==> src/rtl/button_debouncer.sv <==
// -----------------------------------------------------------------------------
// button_debouncer
//
// Debounces the two ship-control push buttons (left / right). Each channel
// synchronises its raw pin, runs a four-state debounce FSM and produces:
//   - a registered one-cycle move pulse on every accepted press, and
//   - a registered held level while the press is accepted.
// The two channels are identical instances with no shared state. When both
// buttons are accepted in the same cycle, both pulses are asserted. Choosing
// between them is left to the ship position stage.
//
// Optional feature (compile-time macro AUTO_REPEAT_EN):
//   When defined, a held button also emits repeat pulses. The first repeat
//   comes REPEAT_DELAY cycles after the press pulse. Later repeats come every
//   REPEAT_PERIOD cycles. When undefined, every accepted press gives exactly
//   one pulse and no repeat hardware is built.
//
// Parameters:
//   DEBOUNCE_CYCLES  stable cycles needed to accept a press/release (2..2^20-1)
//   REPEAT_DELAY     press pulse -> first repeat pulse (AUTO_REPEAT_EN only)
//   REPEAT_PERIOD    spacing of later repeat pulses (AUTO_REPEAT_EN only)
//
// Ports:
//   i_clk_36MHz        sole clock, rising edge
//   i_reset            synchronous reset, active-high
//   i_left_raw         raw left button pin (asynchronous, may bounce)
//   i_right_raw        raw right button pin (asynchronous, may bounce)
//   o_left_debounced   one-cycle move pulse, left
//   o_right_debounced  one-cycle move pulse, right
//   o_left_level       debounced held level, left
//   o_right_level      debounced held level, right
// -----------------------------------------------------------------------------

module button_debouncer_channel #(
    parameter int DEBOUNCE_CYCLES = 360000
`ifdef AUTO_REPEAT_EN
    ,
    parameter int REPEAT_DELAY    = 10800000,
    parameter int REPEAT_PERIOD   = 3600000
`endif
) (
    input  logic i_clk_36MHz,
    input  logic i_reset,
    input  logic i_raw,
    output logic o_pulse,
    output logic o_level
);

    typedef enum logic [1:0] {
        IDLE         = 2'd0,
        PRESS_WAIT   = 2'd1,
        HELD         = 2'd2,
        RELEASE_WAIT = 2'd3
    } state_t;

    localparam logic [31:0] DB_LAST = 32'(DEBOUNCE_CYCLES - 1);

    logic        sync_meta_r;
    logic        sync_r;
    state_t      state_r;
    logic [31:0] cnt_r;
    logic        pulse_r;
    logic        level_r;

`ifdef AUTO_REPEAT_EN
    localparam logic [31:0] REP_DELAY_LAST  = 32'(REPEAT_DELAY - 1);
    localparam logic [31:0] REP_PERIOD_LAST = 32'(REPEAT_PERIOD - 1);

    logic [31:0] rep_cnt_r;
    logic        rep_first_r;   // still waiting for the first (long) repeat interval
    logic [31:0] rep_last_s;
    logic        rep_fire_s;

    // Select the current repeat interval and flag its last cycle.
    always_comb begin
        rep_last_s = REP_PERIOD_LAST;
        if (rep_first_r) begin
            rep_last_s = REP_DELAY_LAST;
        end else begin
            rep_last_s = REP_PERIOD_LAST;
        end
        rep_fire_s = (rep_cnt_r == rep_last_s);
    end
`endif

    // Two-flop synchroniser for the asynchronous button pin.
    always_ff @(posedge i_clk_36MHz) begin
        if (i_reset) begin
            sync_meta_r <= 1'b0;
            sync_r      <= 1'b0;
        end else begin
            sync_meta_r <= i_raw;
            sync_r      <= sync_meta_r;
        end
    end

    // Debounce FSM with registered pulse and level outputs.
    always_ff @(posedge i_clk_36MHz) begin
        if (i_reset) begin
            state_r     <= IDLE;
            cnt_r       <= 32'd0;
            pulse_r     <= 1'b0;
            level_r     <= 1'b0;
`ifdef AUTO_REPEAT_EN
            rep_cnt_r   <= 32'd0;
            rep_first_r <= 1'b1;
`endif
        end else begin
            pulse_r <= 1'b0;
            case (state_r)
                IDLE: begin
                    level_r <= 1'b0;
                    cnt_r   <= 32'd0;
                    if (sync_r) begin
                        state_r <= PRESS_WAIT;
                    end else begin
                        state_r <= IDLE;
                    end
                end
                PRESS_WAIT: begin
                    if (!sync_r) begin
                        state_r <= IDLE;
                        cnt_r   <= 32'd0;
                        level_r <= 1'b0;
                    end else if (cnt_r == DB_LAST) begin
                        // Press accepted: the pulse and level rise on the same edge.
                        state_r     <= HELD;
                        cnt_r       <= 32'd0;
                        pulse_r     <= 1'b1;
                        level_r     <= 1'b1;
`ifdef AUTO_REPEAT_EN
                        rep_cnt_r   <= 32'd0;
                        rep_first_r <= 1'b1;
`endif
                    end else begin
                        cnt_r   <= cnt_r + 32'd1;
                        level_r <= 1'b0;
                    end
                end
                HELD: begin
                    level_r <= 1'b1;
                    if (!sync_r) begin
                        state_r <= RELEASE_WAIT;
                        cnt_r   <= 32'd0;
                    end else begin
                        state_r <= HELD;
                        cnt_r   <= 32'd0;
`ifdef AUTO_REPEAT_EN
                        if (rep_fire_s) begin
                            pulse_r     <= 1'b1;
                            rep_cnt_r   <= 32'd0;
                            rep_first_r <= 1'b0;
                        end else begin
                            rep_cnt_r   <= rep_cnt_r + 32'd1;
                        end
`endif
                    end
                end
                RELEASE_WAIT: begin
                    if (sync_r) begin
                        // A bounce back to high resumes HELD without a new press pulse.
                        state_r     <= HELD;
                        cnt_r       <= 32'd0;
                        level_r     <= 1'b1;
`ifdef AUTO_REPEAT_EN
                        rep_cnt_r   <= 32'd0;
                        rep_first_r <= 1'b0;
`endif
                    end else if (cnt_r == DB_LAST) begin
                        state_r <= IDLE;
                        cnt_r   <= 32'd0;
                        level_r <= 1'b0;
                    end else begin
                        cnt_r   <= cnt_r + 32'd1;
                        level_r <= 1'b1;
                    end
                end
                default: begin
                    state_r <= IDLE;
                    cnt_r   <= 32'd0;
                    level_r <= 1'b0;
                end
            endcase
        end
    end

    assign o_pulse = pulse_r;
    assign o_level = level_r;

endmodule

module button_debouncer #(
    parameter int DEBOUNCE_CYCLES = 360000,
    parameter int REPEAT_DELAY    = 10800000,
    parameter int REPEAT_PERIOD   = 3600000
) (
    input  logic i_clk_36MHz,
    input  logic i_reset,
    input  logic i_left_raw,
    input  logic i_right_raw,
    output logic o_left_debounced,
    output logic o_right_debounced,
    output logic o_left_level,
    output logic o_right_level
);

    // Reject illegal parameter values when the design is elaborated.
    generate
        if (DEBOUNCE_CYCLES < 2 || DEBOUNCE_CYCLES > 1048575) begin : g_bad_debounce
            $error("button_debouncer: DEBOUNCE_CYCLES out of range 2..2^20-1");
        end
        if (REPEAT_DELAY < 1 || REPEAT_PERIOD < 1) begin : g_bad_repeat
            $error("button_debouncer: REPEAT_DELAY and REPEAT_PERIOD must be >= 1");
        end
    endgenerate

    button_debouncer_channel #(
        .DEBOUNCE_CYCLES (DEBOUNCE_CYCLES)
`ifdef AUTO_REPEAT_EN
        ,
        .REPEAT_DELAY    (REPEAT_DELAY),
        .REPEAT_PERIOD   (REPEAT_PERIOD)
`endif
    ) u_left (
        .i_clk_36MHz (i_clk_36MHz),
        .i_reset     (i_reset),
        .i_raw       (i_left_raw),
        .o_pulse     (o_left_debounced),
        .o_level     (o_left_level)
    );

    button_debouncer_channel #(
        .DEBOUNCE_CYCLES (DEBOUNCE_CYCLES)
`ifdef AUTO_REPEAT_EN
        ,
        .REPEAT_DELAY    (REPEAT_DELAY),
        .REPEAT_PERIOD   (REPEAT_PERIOD)
`endif
    ) u_right (
        .i_clk_36MHz (i_clk_36MHz),
        .i_reset     (i_reset),
        .i_raw       (i_right_raw),
        .o_pulse     (o_right_debounced),
        .o_level     (o_right_level)
    );

endmodule

==> config.mk <==
export PLATFORM = sky130hd
export DESIGN_NAME = button_debouncer
export DESIGN_NICKNAME = d
export VERILOG_FILES = /design/src/rtl/button_debouncer.sv
export SDC_FILE = /design/constraint.sdc
export NUM_CORES = 1
export LEC_CHECK = 0
export ABC_AREA = 1
export CAP_MARGIN = 30
export CORE_ASPECT_RATIO = 0.7
export CORE_MARGIN = 4
export CORE_UTILIZATION = 45
export DETAILED_ROUTE_END_ITERATION = 8
export DONT_BUFFER_PORTS = 1
export REMOVE_ABC_BUFFERS = 1
export SYNTH_ARGS = -nofsm -noshare
export SYNTH_HDL_FRONTEND = slang
export SYNTH_SLANG_ARGS = --single-unit
==> constraint.sdc <==
create_clock -name i_clk_36MHz -period 4 [get_ports i_clk_36MHz]
set_input_delay 0.8 -clock i_clk_36MHz [delete_from_list [all_inputs] [get_ports i_clk_36MHz]]
set_output_delay 0.8 -clock i_clk_36MHz [all_outputs]
set_load 0.005 [all_outputs]
==> metrics.csv, run 1 <==
stage,metric,value,unit
synthesis,yosysUniqueCellTypes,26,
floorplan,die_w,123,um
synthesis,syn_avg_cell_area,6.24,um^2
setup_path,startpoint_type,flop,
sta,worst_pin_slew,0.584,ns
synthesis,netlist_instances,672,
route,drc,0,
route,ant_nets,0,
setup_path,cp.required,4.23,ns
place,pre_cts_ws,2.13,ns
setup_path,r2r-start,u_left.cnt_r[0],
synthesis,synth_top_family_by_area,simple AND/OR/NAND/NOR gates,
global_routing,global_route.usage.met3,5.88,%
synthesis,synth_compound_area_share,1.73,%
pwr,swShare,20.0,%
sta,hold_viol,0,
place,place.detailed.instances,789,
sta,max_freq,0.547,GHz
pwr,ir_drop,0.000253,V
min_path,min_path_type,flop to flop,
synthesis,synth_seq_cells,76,
synthesis,synth-async-reset-ratio,0,%
cts,cts_hold_buf,0,
global_routing,grt_max_degree,28,
cts,postCtsSetupRepairBufs,0,
cts,clk_pin_slew,0.05,ns
global_routing,grt_pass1_wl,17800,um
synthesis,synthXorXnorAreaFrac,5.22,%
cells_and_area,area.growth.synth_to_final,9.01,%
pwr,p_leak,0.00145,uW
synthesis,synth.area.mux_share,0,%
synthesis,synthFlopType,dfxtp_1,
sta,max-slew-margin-rel,60.8,%
run_status,status,finished clean,
cts,insertion_delay,0.33,ns
cts,cts_resized,0,
synthesis,synth_area,4190,um^2
global_routing,grt_antenna_before_repair,0,
sta,worst_clock_skew,0.00754,ns
route,totalWireLength,10800,um
route,wl_per_cell,13.5,um
cts,numCtsBuffers,9,
pwr,power_frac_comb,0.3,%
sta,rsz0062_at_grt,false,
setup_path,crit_type,flop to flop,
global_routing,met1_usage,35.3,%
route,drt-initial-drc-count,465,
pwr,power.total,1540,uW
route,vias_per_cell,4.99,
global_routing,busiest_layer,met1,
setup_path,cp_max_fo,6,
pwr,pwr-share-seq,49.4,%
cells_and_area,nets,682,
global_routing,grtUsageMet2,25.6,%
cts,root_buffer,clkbuf_16,
min_path,hold_depth,2,
place,dp_hpwl,8330,um
cells_and_area,layout.cells.non_filler,805,
pwr,clockPowerShare,50.3,%
global_routing,grt.total_usage,21.2,%
synthesis,synth-edff-count,0,
sta,finalSetupViolations,0,
synthesis,ys_warn_count,0,
cells_and_area,antenna-diode-count,0,
setup_path,rrSetupSlack,2.17,ns
pwr,internal_power,1230,uW
cts,cts-htree-levels,3,
synthesis,synth-simple-area-share,47.4,%
sta,tns,0,ns
pwr,p_switching,307,uW
cts,cts_buffer_depth,2,
cts,clock_sinks,76,
setup_path,reg2regPathDepth,8,
synthesis,synth_fa_ha_area_share,0.597,%
cts,cts_tree,yes,
min_path,hp-start,u_right.sync_meta_r,
route,dr.pass1.iters,5,
cells_and_area,drive_above_1_share,5.58,%
global_routing,first_global_vias,3431,
floorplan,fp-row-count,29,
floorplan,initial_core_util,46.2,%
floorplan,dieHeight,88.7,um
floorplan,fp.coreArea,9070,um^2
job,max_cap_viol_count,0,
place,io_buffers,0,
setup_path,cp-end-kind,flop,
sta,finalCritPeriodShare,45.7,%
min_path,min_to,u_right.sync_r,
pwr,power_density,337,nW/um^2
global_routing,overflow,0,
sta,period_needed,1.83,ns
floorplan,die_area,10900,um^2
route,vias,4017,
setup_path,r2r-end,u_left.cnt_r[30],
sta,slew_violations,0,
place,routabilityCongestion,0.946,
sta,fin_ws,2.17,ns
synthesis,yosysSeqAreaShare,36.3,%
floorplan,pin_count,8,
setup_path,arrival,2.05,ns
[power groups by stage]
stage	sequential, uW	combinational, uW	clock (uW)
after floorplan	777	4.21	0
after global placement	777	4.79	0
after detailed placement	778	4.90	0
after CTS	761	4.92	797
after global routing	761	5.84	837
final	761	4.87	774
[Yosys cell counts (3+ instances only)]
cell type | count | area (um^2)
a21oi_1 | 9 | 45.0
buf_2 | 3 | 15.0
buf_6 | 4 | 45.0
dfxtp_1 | 76 | 1520
inv_1 | 81 | 304
nand2_1 | 165 | 619
nand2_2 | 7 | 43.8
nand3_1 | 46 | 230
nand4_1 | 10 | 62.6
nor2_1 | 189 | 709
nor2_2 | 9 | 56.3
nor2_4 | 4 | 45.0
nor3_1 | 27 | 135
o21ai_0 | 3 | 15.0
xnor2_1 | 10 | 87.6
xor2_1 | 15 | 131
[routing by layer]
metal / share of wire [%] / vias up
met2: 35 / 143
met3: 9.1 / 9
met4: 0.89 / 0
li1: - / 2080
met1: 55 / 1785
met5: 0 / -
[worst max-delay path by stage]
stage / from / to / cells past startpoint
after floorplan: i_reset / u_left.cnt_r[22] / 4
after global placement: i_reset / u_left.cnt_r[2] / 4
after detailed placement: i_reset / u_left.cnt_r[6] / 4
after CTS: u_left.cnt_r[0] / u_left.cnt_r[30] / 8
after global routing: u_left.cnt_r[0] / u_left.cnt_r[30] / 8
final: u_left.cnt_r[0] / u_left.cnt_r[30] / 8
[metrics by stage]
step	util, %	cell area (um^2)	hold WS, ns
final	50.4	4570	0.402
after global placement	47.3	4290	0.391
after floorplan	-	4130	0.388
after global routing	50.4	4570	0.423
after CTS	50.4	4570	0.403
after detailed placement	47.3	4290	0.396
[cells by family (layout without fill, tap and decap cells)]
group                    count (synthesis)  in the layout
AND/OR/NAND/NOR                        466            466
buffers and inverters                   89             98
flip-flops                              76             76
adder cells (fa/ha/maj)                  2              2
AO/OA/AOI/OAI                           14             14
XOR/XNOR                                25             25
[worst max-delay path, stage by stage (launching register included)]
cell and delay (ns):
dfxtp_1 0.39, ha_1 0.23, nand2_1 0.09, nor2_1 0.17, nand2_1 0.14, nor3_4 0.39
nand3_1 0.16, nor2_1 0.12, nor2_1 0.04
[cell usage in the layout, fill, tap and decap left out, drive strengths merged, types with 2 or more instances in the layout]
cell type  count
xor2          15
ha             2
and3           2
nor3          28
a21oi          9
o21ai          3
nand2        174
clkbuf        15
nand3         46
xnor2         10
nor2         202
a31oi          2
nand4         10
dfxtp         76
inv           82
[registers in the layout (all words and copies together), names as in the netlist, named ones only]
signal,count
u_left.state_r,1
u_left.cnt_r,32
u_left.o_pulse,1
u_right.cnt_r,32
u_right.sync_r,1
u_left.sync_meta_r,1
u_left.sync_r,1
u_right.o_level,1
u_right.o_pulse,1
u_right.sync_meta_r,1
u_right.state_r,1
u_left.o_level,1
[final cells by class]
type                    instances  area, um^2
flip-flops and latches         76        1520
fillers                       997        4500
clock inverters                 1        5.00
clock buffers                  15         278
multi-input cells             507        2300
inverters                      82         308
well taps                     124         155
(Power assumes the default switching activity.)
==> run 2, diff against run 1 <==
==> constraint.sdc (replaced) <==
create_clock -name i_clk_36MHz -period 1.82 [get_ports i_clk_36MHz]
set_input_delay 0.364 -clock i_clk_36MHz [delete_from_list [all_inputs] [get_ports i_clk_36MHz]]
set_output_delay 0.364 -clock i_clk_36MHz [all_outputs]
set_load 0.005 [all_outputs]
==> run 2 against run 1 <==
Net effect:
- total power increased by 120%
- flip-flop and latch count unchanged
- first-iteration DRC count decreased by 2.2%
- critical path depth is the same
- hold slack got worse by 0.31 ns
- final area is 2.8% higher
- global-route usage is 0.26 points higher
- core utilization rose by 1.4 points
- critical path type unchanged
- largest power group is now sequential cells
==> metrics.csv, run 2 (synthesis gave the netlist of run 1 again) <==
stage,metric,value,unit,change
run_status,status,finished clean,,
global_routing,grt_max_degree,28,,unchanged
sta,rsz0062_at_grt,false,,
cells_and_area,antenna-diode-count,0,,unchanged
floorplan,dieHeight,88.7,um,unchanged
route,drc,0,,unchanged
cts,clk_pin_slew,0.06,ns,about the same
cells_and_area,multi_input_area,2310,um^2,+0.22%
setup_path,startpoint_type,flop,,
setup_path,startpoint,u_left.cnt_r[1],,
global_routing,grt_antenna_before_repair,0,,unchanged
cells_and_area,top_regs,"u_left.cnt_r x32, u_right.cnt_r x32",,
place,dp_hpwl,8510,um,+2.2%
pwr,p_leak,0.00152,uW,+5.1%
setup_path,r2r-end,u_left.cnt_r[28],,
cells_and_area,seqCellArea,1520,um^2,unchanged
setup_path,cp-end-kind,flop,,
cells_and_area,final_common_cell,nor2_1,,
global_routing,grt_pass1_wl,18000,um,+1.4%
pwr,ir_drop,0.000473,V,+87%
cells_and_area,layout.cells.most_common_list,"188 x nor2_1, 165 x nand2_1, 81 x inv_1, 76 x dfxtp_1, 46 x nand3_1",,
job,max_cap_viol_count,0,,unchanged
floorplan,fp-row-count,29,,unchanged
sta,finalSetupViolations,0,,unchanged
global_routing,overflow,0,,unchanged
sta,period_needed,1.67,ns,-0.161 ns
global_routing,first_global_vias,3484,,+1.5%
route,vias_per_cell,4.97,,-0.43%
floorplan,die_area,10900,um^2,unchanged
cts,clock_sinks,76,,unchanged
setup_path,r2r-start,u_left.cnt_r[1],,
route,wl_per_cell,13.3,um,-1.5%
setup_path,rrSetupSlack,0.15,ns,-2.02 ns
setup_path,cp_max_fo,6,,unchanged
sta,tns,0,ns,unchanged
floorplan,die_w,123,um,unchanged
route,vias,4084,,+1.7%
cts,cts_hold_buf,0,,unchanged
route,ant_nets,0,,unchanged
setup_path,crit_type,flop to flop,,
route,totalWireLength,10900,um,+0.60%
cts,cts_buffer_depth,2,,unchanged
floorplan,pin_count,8,,unchanged
cells_and_area,nets,699,,+2.5%
cts,root_buffer,clkbuf_16,,
place,routabilityCongestion,0.927,,-2.0%
sta,hold_viol,0,,unchanged
setup_path,critPathCapture,u_left.cnt_r[28],,
cells_and_area,nFillCells,966,,-3.1%
pwr,power.total,3340,uW,+120%
floorplan,initial_core_util,46.2,%,unchanged
floorplan,fp.coreArea,9070,um^2,unchanged
pwr,power_density,711,nW/um^2,+110%
setup_path,cp.required,2.05,ns,-2.18 ns
cts,insertion_delay,0.33,ns,about the same
sta,slew_violations,0,,unchanged
min_path,hold_depth,1,,-1
cts,cts_tree,yes,,
setup_path,reg2regPathDepth,8,,unchanged
cells_and_area,drive_above_1_share,8.45,%,+2.9 points
sta,worst_clock_skew,0.00573,ns,-0.00181 ns
route,drt-initial-drc-count,455,,-2.2%
sta,finalCritPeriodShare,91.5,%,+46 points
global_routing,grt.total_usage,21.5,%,+0.26 points
min_path,min_path_type,input port to flop,,
cells_and_area,area.growth.synth_to_final,12.1,%,
cts,cts-htree-levels,3,,unchanged
sta,max_freq,0.601,GHz,+9.7%
route,dr.pass1.iters,5,,unchanged
cts,numCtsBuffers,9,,unchanged
place,io_buffers,0,,unchanged
sta,worst_pin_slew,0.455,ns,-0.129 ns
sta,max-slew-margin-rel,69.4,%,+8.7 points
setup_path,arrival,1.89,ns,-0.16 ns
==> run 2: worst min path at each step <==
stage / slack (ns) / end / start
5_1_grt: 0.07 / u_right.sync_r / i_reset
3_3_place_gp: 0.39 / u_left.sync_r / u_left.sync_meta_r
2_1_floorplan: 0.39 / u_left.sync_r / u_left.sync_meta_r
6_report: 0.1 / u_left.sync_meta_r / i_reset
3_5_place_dp: 0.40 / u_right.sync_r / u_right.sync_meta_r
4_1_cts: 0.08 / u_right.sync_r / i_reset
==> run 2: area by class of cell <==
class                           count  area share [%]
Sequential cell                    76            32.4
Tap cell                          124            3.30
Clock inverter                      6            1.04
Multi-Input combinational cell    507            49.1
Clock buffer                       10            4.87
Timing Repair Buffer               17            2.72
Inverter                           82            6.55
==> run 2: routing by layer <==
| layer | track usage, % | up-vias | share of wire, % |
|---|---|---|---|
| met5 | 0 | - | 0 |
| met3 | 5.56 | 9 | 8.7 |
| met2 | 26.0 | 143 | 35 |
| met1 | 35.9 | 1819 | 56 |
| met4 | 4.82 | 0 | 0.81 |
| li1 | - | 2113 | - |
==> run 2: timing repair <==
| item | in CTS | in global routing |
|---|---|---|
| setup buffers | 0 | 1 |
| resized for setup | 0 | 2 |
| endpoints found under the setup margin | 0 | 4 |
==> run 2: report_power, final <==
part / switching (uW) / total [uW] / internal, uW
clock: 726 / 1660 / 933
sequential: 3.10 / 1670 / 1670
combinational: 7.68 / 11.8 / 4.07
==> run 2: critical path, cell delays in order, from the launching register on <==
cell and delay (ns):
dfxtp_1 0.34, ha_2 0.22, nand2_1 0.08, nor2_1 0.17, nand2_1 0.13, nor3_4 0.34
nand3_1 0.12, nor2_1 0.10, nor2_1 0.05
==> run 2: per-stage QoR <==
step / util, % / cell area (um^2) / std cells / setup slack [ns] / hold WS (ns)
finish: 51.8 / 4700 / 822 / 0.155 / 0.0954
detailed placement: 48.6 / 4410 / 805 / 0.152 / 0.399
global route: 51.8 / 4700 / 822 / 0.0119 / 0.0744
floorplan: - / 4130 / 665 / 0.363 / 0.388
global placement: 48.6 / 4410 / 805 / 0.210 / 0.390
CTS: 51.6 / 4680 / 821 / 0.132 / 0.0803
==> run 3, diff against run 2 <==
--- a/config.mk
+++ b/config.mk
@@ -6,6 +6,7 @@
 export NUM_CORES = 1
 export LEC_CHECK = 0
 export ABC_AREA = 1
+export ABC_CLOCK_PERIOD_IN_PS = 1820
 export CAP_MARGIN = 30
 export CORE_ASPECT_RATIO = 0.7
 export CORE_MARGIN = 4
==> results of run 3 <==
Same layout as run 2: the final DEF is identical, and so are final timing and power.
